### src/rtl/regfile_wb_queue.sv
// rtl/regfile_wb_queue.sv - write-back queue feeding the register file write port, with two forwarding lookups
module regfile_wb_queue #(
    parameter int DATA_WIDTH = 32,
    parameter int ADDR_WIDTH = 5,
    parameter int DEPTH      = 4
) (
    input  logic                  clk,
    input  logic                  rst,
    input  logic                  in_valid,
    output logic                  in_ready,
    input  logic [ADDR_WIDTH-1:0] in_addr,
    input  logic [DATA_WIDTH-1:0] in_data,
    output logic                  we_en,
    output logic [ADDR_WIDTH-1:0] WrAddr,
    output logic [DATA_WIDTH-1:0] WrDta,
    input  logic [ADDR_WIDTH-1:0] fwd_addr_a,
    input  logic [ADDR_WIDTH-1:0] fwd_addr_b,
    output logic                  fwd_hit_a,
    output logic                  fwd_hit_b,
    output logic [DATA_WIDTH-1:0] fwd_data_a,
    output logic [DATA_WIDTH-1:0] fwd_data_b,
    output logic                  empty
);
    localparam int PW = $clog2(DEPTH);
    localparam logic [PW:0] DEPTH_C = (PW+1)'(DEPTH);

    logic [ADDR_WIDTH-1:0] addr_q [DEPTH];
    logic [DATA_WIDTH-1:0] data_q [DEPTH];
    logic [PW-1:0]         rd_ptr_q, wr_ptr_q;
    logic [PW:0]           count_q, count_d;
    logic                  we_en_q;
    logic [ADDR_WIDTH-1:0] wr_addr_q;
    logic [DATA_WIDTH-1:0] wr_dta_q;

    logic protected_addr;
    logic push, pop;

    // Indices 0 and 30 are acknowledged but silently dropped.
    assign protected_addr = (in_addr == '0) || (in_addr == ADDR_WIDTH'(30));
    assign in_ready       = !rst && (count_q < DEPTH_C);
    assign push           = in_valid && in_ready && !protected_addr;
    assign pop            = (count_q != '0);

    always_comb begin
        count_d = count_q;
        case ({push, pop})
            2'b10:   count_d = count_q + 1'b1;
            2'b01:   count_d = count_q - 1'b1;
            default: count_d = count_q;
        endcase
    end

    always_ff @(posedge clk) begin
        if (push) begin
            addr_q[wr_ptr_q] <= in_addr;
            data_q[wr_ptr_q] <= in_data;
        end
    end

    always_ff @(posedge clk) begin
        if (rst) begin
            rd_ptr_q  <= '0;
            wr_ptr_q  <= '0;
            count_q   <= '0;
            we_en_q   <= 1'b0;
            wr_addr_q <= '0;
            wr_dta_q  <= '0;
        end else begin
            count_q <= count_d;
            we_en_q <= pop;
            if (push) begin
                wr_ptr_q <= wr_ptr_q + 1'b1;
            end
            if (pop) begin
                rd_ptr_q  <= rd_ptr_q + 1'b1;
                wr_addr_q <= addr_q[rd_ptr_q];
                wr_dta_q  <= data_q[rd_ptr_q];
            end
        end
    end

    // Scan oldest to youngest so later matches overwrite earlier ones.
    function automatic logic [DATA_WIDTH:0] lookup(input logic [ADDR_WIDTH-1:0] a);
        logic [DATA_WIDTH:0] r;
        logic [PW-1:0]       idx;
        r = '0;
        if (we_en_q && wr_addr_q == a) begin
            r = {1'b1, wr_dta_q};
        end
        for (int i = 0; i < DEPTH; i++) begin
            idx = rd_ptr_q + PW'(i);
            if (((PW+1)'(i) < count_q) && (addr_q[idx] == a)) begin
                r = {1'b1, data_q[idx]};
            end
        end
        if (a == '0 || a == ADDR_WIDTH'(31)) begin
            r = '0;
        end
        return r;
    endfunction

    always_comb begin
        {fwd_hit_a, fwd_data_a} = lookup(fwd_addr_a);
        {fwd_hit_b, fwd_data_b} = lookup(fwd_addr_b);
    end

    assign we_en  = we_en_q;
    assign WrAddr = wr_addr_q;
    assign WrDta  = wr_dta_q;
    assign empty  = (count_q == '0) && !we_en_q;
endmodule

### config.mk
export PLATFORM = sky130hd
export DESIGN_NAME = regfile_wb_queue
export DESIGN_NICKNAME = d
export VERILOG_FILES = /design/src/rtl/regfile_wb_queue.sv
export SDC_FILE = /design/constraint.sdc
export NUM_CORES = 1
export LEC_CHECK = 0
export ABC_AREA = 1
export CAP_MARGIN = 20
export CORE_UTILIZATION = 45
export CTS_BUF_LIST = sky130_fd_sc_hd__clkbuf_2 sky130_fd_sc_hd__clkbuf_4 sky130_fd_sc_hd__clkbuf_8
export CTS_CLUSTER_SIZE = 28
export DETAILED_ROUTE_END_ITERATION = 12
export PLACE_DENSITY = 0.67
export SLEW_MARGIN = 20
export SYNTH_ARGS = -nofsm -noshare
export SYNTH_HDL_FRONTEND = slang
export SYNTH_SLANG_ARGS = --single-unit
### constraint.sdc
create_clock -name clk -period 3.05 [get_ports clk]
set_clock_uncertainty 0.15 [all_clocks]
set_input_delay 0.61 -clock clk [delete_from_list [all_inputs] [get_ports clk]]
set_output_delay 0.61 -clock clk [all_outputs]
set_load 0.02 [all_outputs]
==> qor.csv <==
metric,value,unit
Buffers on Ports,155,
Clock Tree Buf Depth,2,
pin count of the biggest net entering global routing,80,
"Slew Viols, Final",0,
Post-Place Cells,2824,
synthesized flop and latch total,195,
Netlist Area Pre-Place,0.0145,mm^2
clock sinks,195,
vias in the first global route,16521,
Tcrit/Tclk final,1.23,
clk root buf,clkbuf_8,
Synth area leader,edfxtp_1,
worst reg2reg path depth,7,
antenna violations before repair,0,
Vias,17598,
die height,182,um
hold_ws,0.399,ns
LEAKAGE,8.88,nW
Detailed Route WL,63300,um
arrival time worst endpoint,3.00,ns
Hold Path Class,flop to flop,
DIE WIDTH,182,um
"Design Area, Final",0.0210,mm^2
Initial DRC Count,2323,
synth-to-layout area growth,44.7,%
crit end category,output pin,
final non-filler cell total,2912,
Core Rows,65,
crit path cell chain,clkinv_8 > nand2_8 > inv_8 > nand2_2 > nand4_1 > nor2_1 > nor2_4 > inv_1 > nor2_4 > buf_12 > buf_12 > nor2_1 > nand2_1 > a21oi_2 > buf_4,
clock buffer count from CTS,17,
Reg-to-Reg Start,count_q[0]$_SDFFE_PP0P_,
mean post-synth cell area,6.64,um^2
synth top area cells,"edfxtp_1 31%, nand2_1 15%, nor2_1 8.9%",
Remaining DRCs,0,
max-cap violations,0,
crit start category,flop,
Worst Tran Pin Value,0.990,ns
Worst Path Max Fanout,8,
Final Hold Viols,0,
Placement Cell Area,0.0184,mm^2
top_reg_cell synth,edfxtp_1,
Starting Density,0.458,
worst path required time,2.29,ns
YS warnings,0,
total track usage,0.366,
wire length of the first global-routing pass,91900,um
clk slew on worst S/H paths,0.14,ns
failing checks,negative setup slack,
share of the synthesized area in the top cell type,0.306,
Syn Inst Count,2184,
number of synthesized flops with an enable pin,148,
Routed Antenna Nets,0,
post-synthesis cell type count,43,
Final nets,2556,
end-of-flow core utilization,0.663,
sequential area share after synthesis,0.371,
HP Start,wr_ptr_q[1]$_SDFFE_PP0P_,
Hold Path End,wr_ptr_q[1]$_SDFFE_PP0P_,
I/O pin count,156,
layout cells sized above 1,0.278,
Tmin final,3.76,ns
core footprint,0.0316,mm^2
gpl congestion,0.990,
Pre-antenna DRT Iters,6,
share of flip-flops with an asynchronous set or reset,0,
VDD IR max,719,uV
FF-to-FF setup slack,0.72,ns
achievable frequency,266,MHz
CTS tree,done,
power per cell area,957,mW/mm^2
endpoints failing setup,66,
"Largest stage delay, worst path",0.49,ns
critical setup path kind,flop to output pin,
global route total overflow,0,
RSZ-0062 raised after global routing,yes,
hold depth,2,
antenna fix cells,0,
vias per inst,6.04,
outcome,"finished, violations left",
worst rel slew slack,0.340,
drt wl/cell,21.7,um
"worst slack, placed",-1.01,ns
"Clk Latency, worst-skew pair",0.54,ns
syn nets,2243,
die area,0.0329,mm^2
slowest CP cell,dfxtp_4,
r2r endpoint,WrDta[0]$_SDFFE_PP0N_,
setup ws final,-0.711,ns
DP HPWL,38200,um
H-Tree Depth,4,
-- routing by layer --
metal	part of all wire	track usage	routed length [um]	vias up
met5	0	0.0104	0	-
met4	0.055	0.182	3460	0
met3	0.12	0.0736	7720	283
met2	0.45	0.586	28200	1222
met1	0.38	0.469	23900	8106
li1	-	-	-	7987
-- power by group --
| group | switching, mW | leakage, nW | total (mW) | internal (mW) |
|---|---|---|---|---|
| logic | 9.09 | 6.96 | 14.6 | 5.49 |
| registers | 0.501 | 1.73 | 3.76 | 3.26 |
| clock network | 1.12 | 0.187 | 1.74 | 0.616 |
| total | 10.7 | 8.88 | 20.1 | 9.36 |
-- how the worst max path moves through the flow --
stage                                         from                     end  depth (start not counted)
after global placement               fwd_addr_a[3]          fwd_data_a[16]                         13
after CTS                 rd_ptr_q[0]$_SDFFE_PP0N_          fwd_data_b[30]                         16
after floorplan                                rst  addr_q[0][0]$_DFFE_PP_                          3
after detailed placement             fwd_addr_a[3]          fwd_data_a[16]                         13
final                     rd_ptr_q[0]$_SDFFE_PP0N_           fwd_data_a[5]                         15
after global routing      rd_ptr_q[0]$_SDFFE_PP0N_           fwd_data_a[1]                         17
-- cell usage after synthesis, types with 4 or more instances --
cell and instances:
a21oi_1 151, a22oi_1 4, a31oi_1 32, buf_1 12, buf_2 35, buf_4 15
buf_6 8, clkbuf_1 85, dfxtp_1 47, edfxtp_1 148, ha_1 9, inv_1 164
inv_2 6, nand2_1 574, nand2_2 5, nand3_1 147, nand4_1 70, nor2_1 342
nor2_2 7, o211ai_1 31, o21ai_0 208, o21ai_1 6, o221ai_1 31, or2_2 8
xor2_1 9
-- repair_timing --
item                       CTS  global route
buffers inserted            16            21
cloned                      10            12
hold endpoints to repair     0             0
gates resized for setup    472           282
hold buffers                 0             0
pin swaps                   32           128
setup endpoints to repair   66            66
-- per-stage QoR --
step | power [mW] | setup TNS, ns
6_report | 20.1 | -42.99
4_1_cts | 18.6 | -36.46
3_3_place_gp | 16.0 | -54.95
5_1_grt | 21.0 | -48.41
2_1_floorplan | 10.6 | -56.18
3_5_place_dp | 16.1 | -55.48
-- logic make-up after synthesis --
kind of cell / Yosys count / synth area share
DFF: 195 / 0.371
xor gates and xnor gates: 10 / 0.00604
AOI/OAI and AO/OA: 473 / 0.182
buffers and inverters: 326 / 0.0956
muxes: 3 / 0.00207
adders and majority gates: 9 / 0.00777
and+or+nand+nor: 1168 / 0.335
-- registers in the layout, summed over array words and instances (netlist names), named ones only --
name,flops
data_q,128
WrAddr,5
count_q,3
WrDta,32
rd_ptr_q,2
we_en,1
addr_q,20
wr_ptr_q,2
-- worst max-delay path, delay by kind of cell (launching register included) --
kind | cells | cell delay [ns]
compound gates | 1 | 0.17
simple gates | 8 | 1.07
buf+inv | 6 | 0.72
flops | 1 | 0.49
-- area by class of cell --
| cell class | count | area, um^2 |
|---|---|---|
| repair buffers | 447 | 4900 |
| clock buffers | 17 | 234 |
| multi-input cells | 1665 | 9100 |
| well taps | 402 | 503 |
| fillers | 2625 | 10700 |
| flip-flops and latches | 195 | 5400 |
| clock inverters | 15 | 164 |
| inverters | 171 | 682 |
-- placed cells by master (no fill, tap or decap), types with 62 or more instances in the layout --
cell type	n
nand4_1	70
edfxtp_1	148
o21ai_0	204
buf_6	69
nand2_1	517
a21oi_2	62
nor2_1	244
inv_1	163
nand3_1	112
buf_4	208
clkdlybuf4s50_1	89
a21oi_1	83
(Power assumes the default switching activity.)
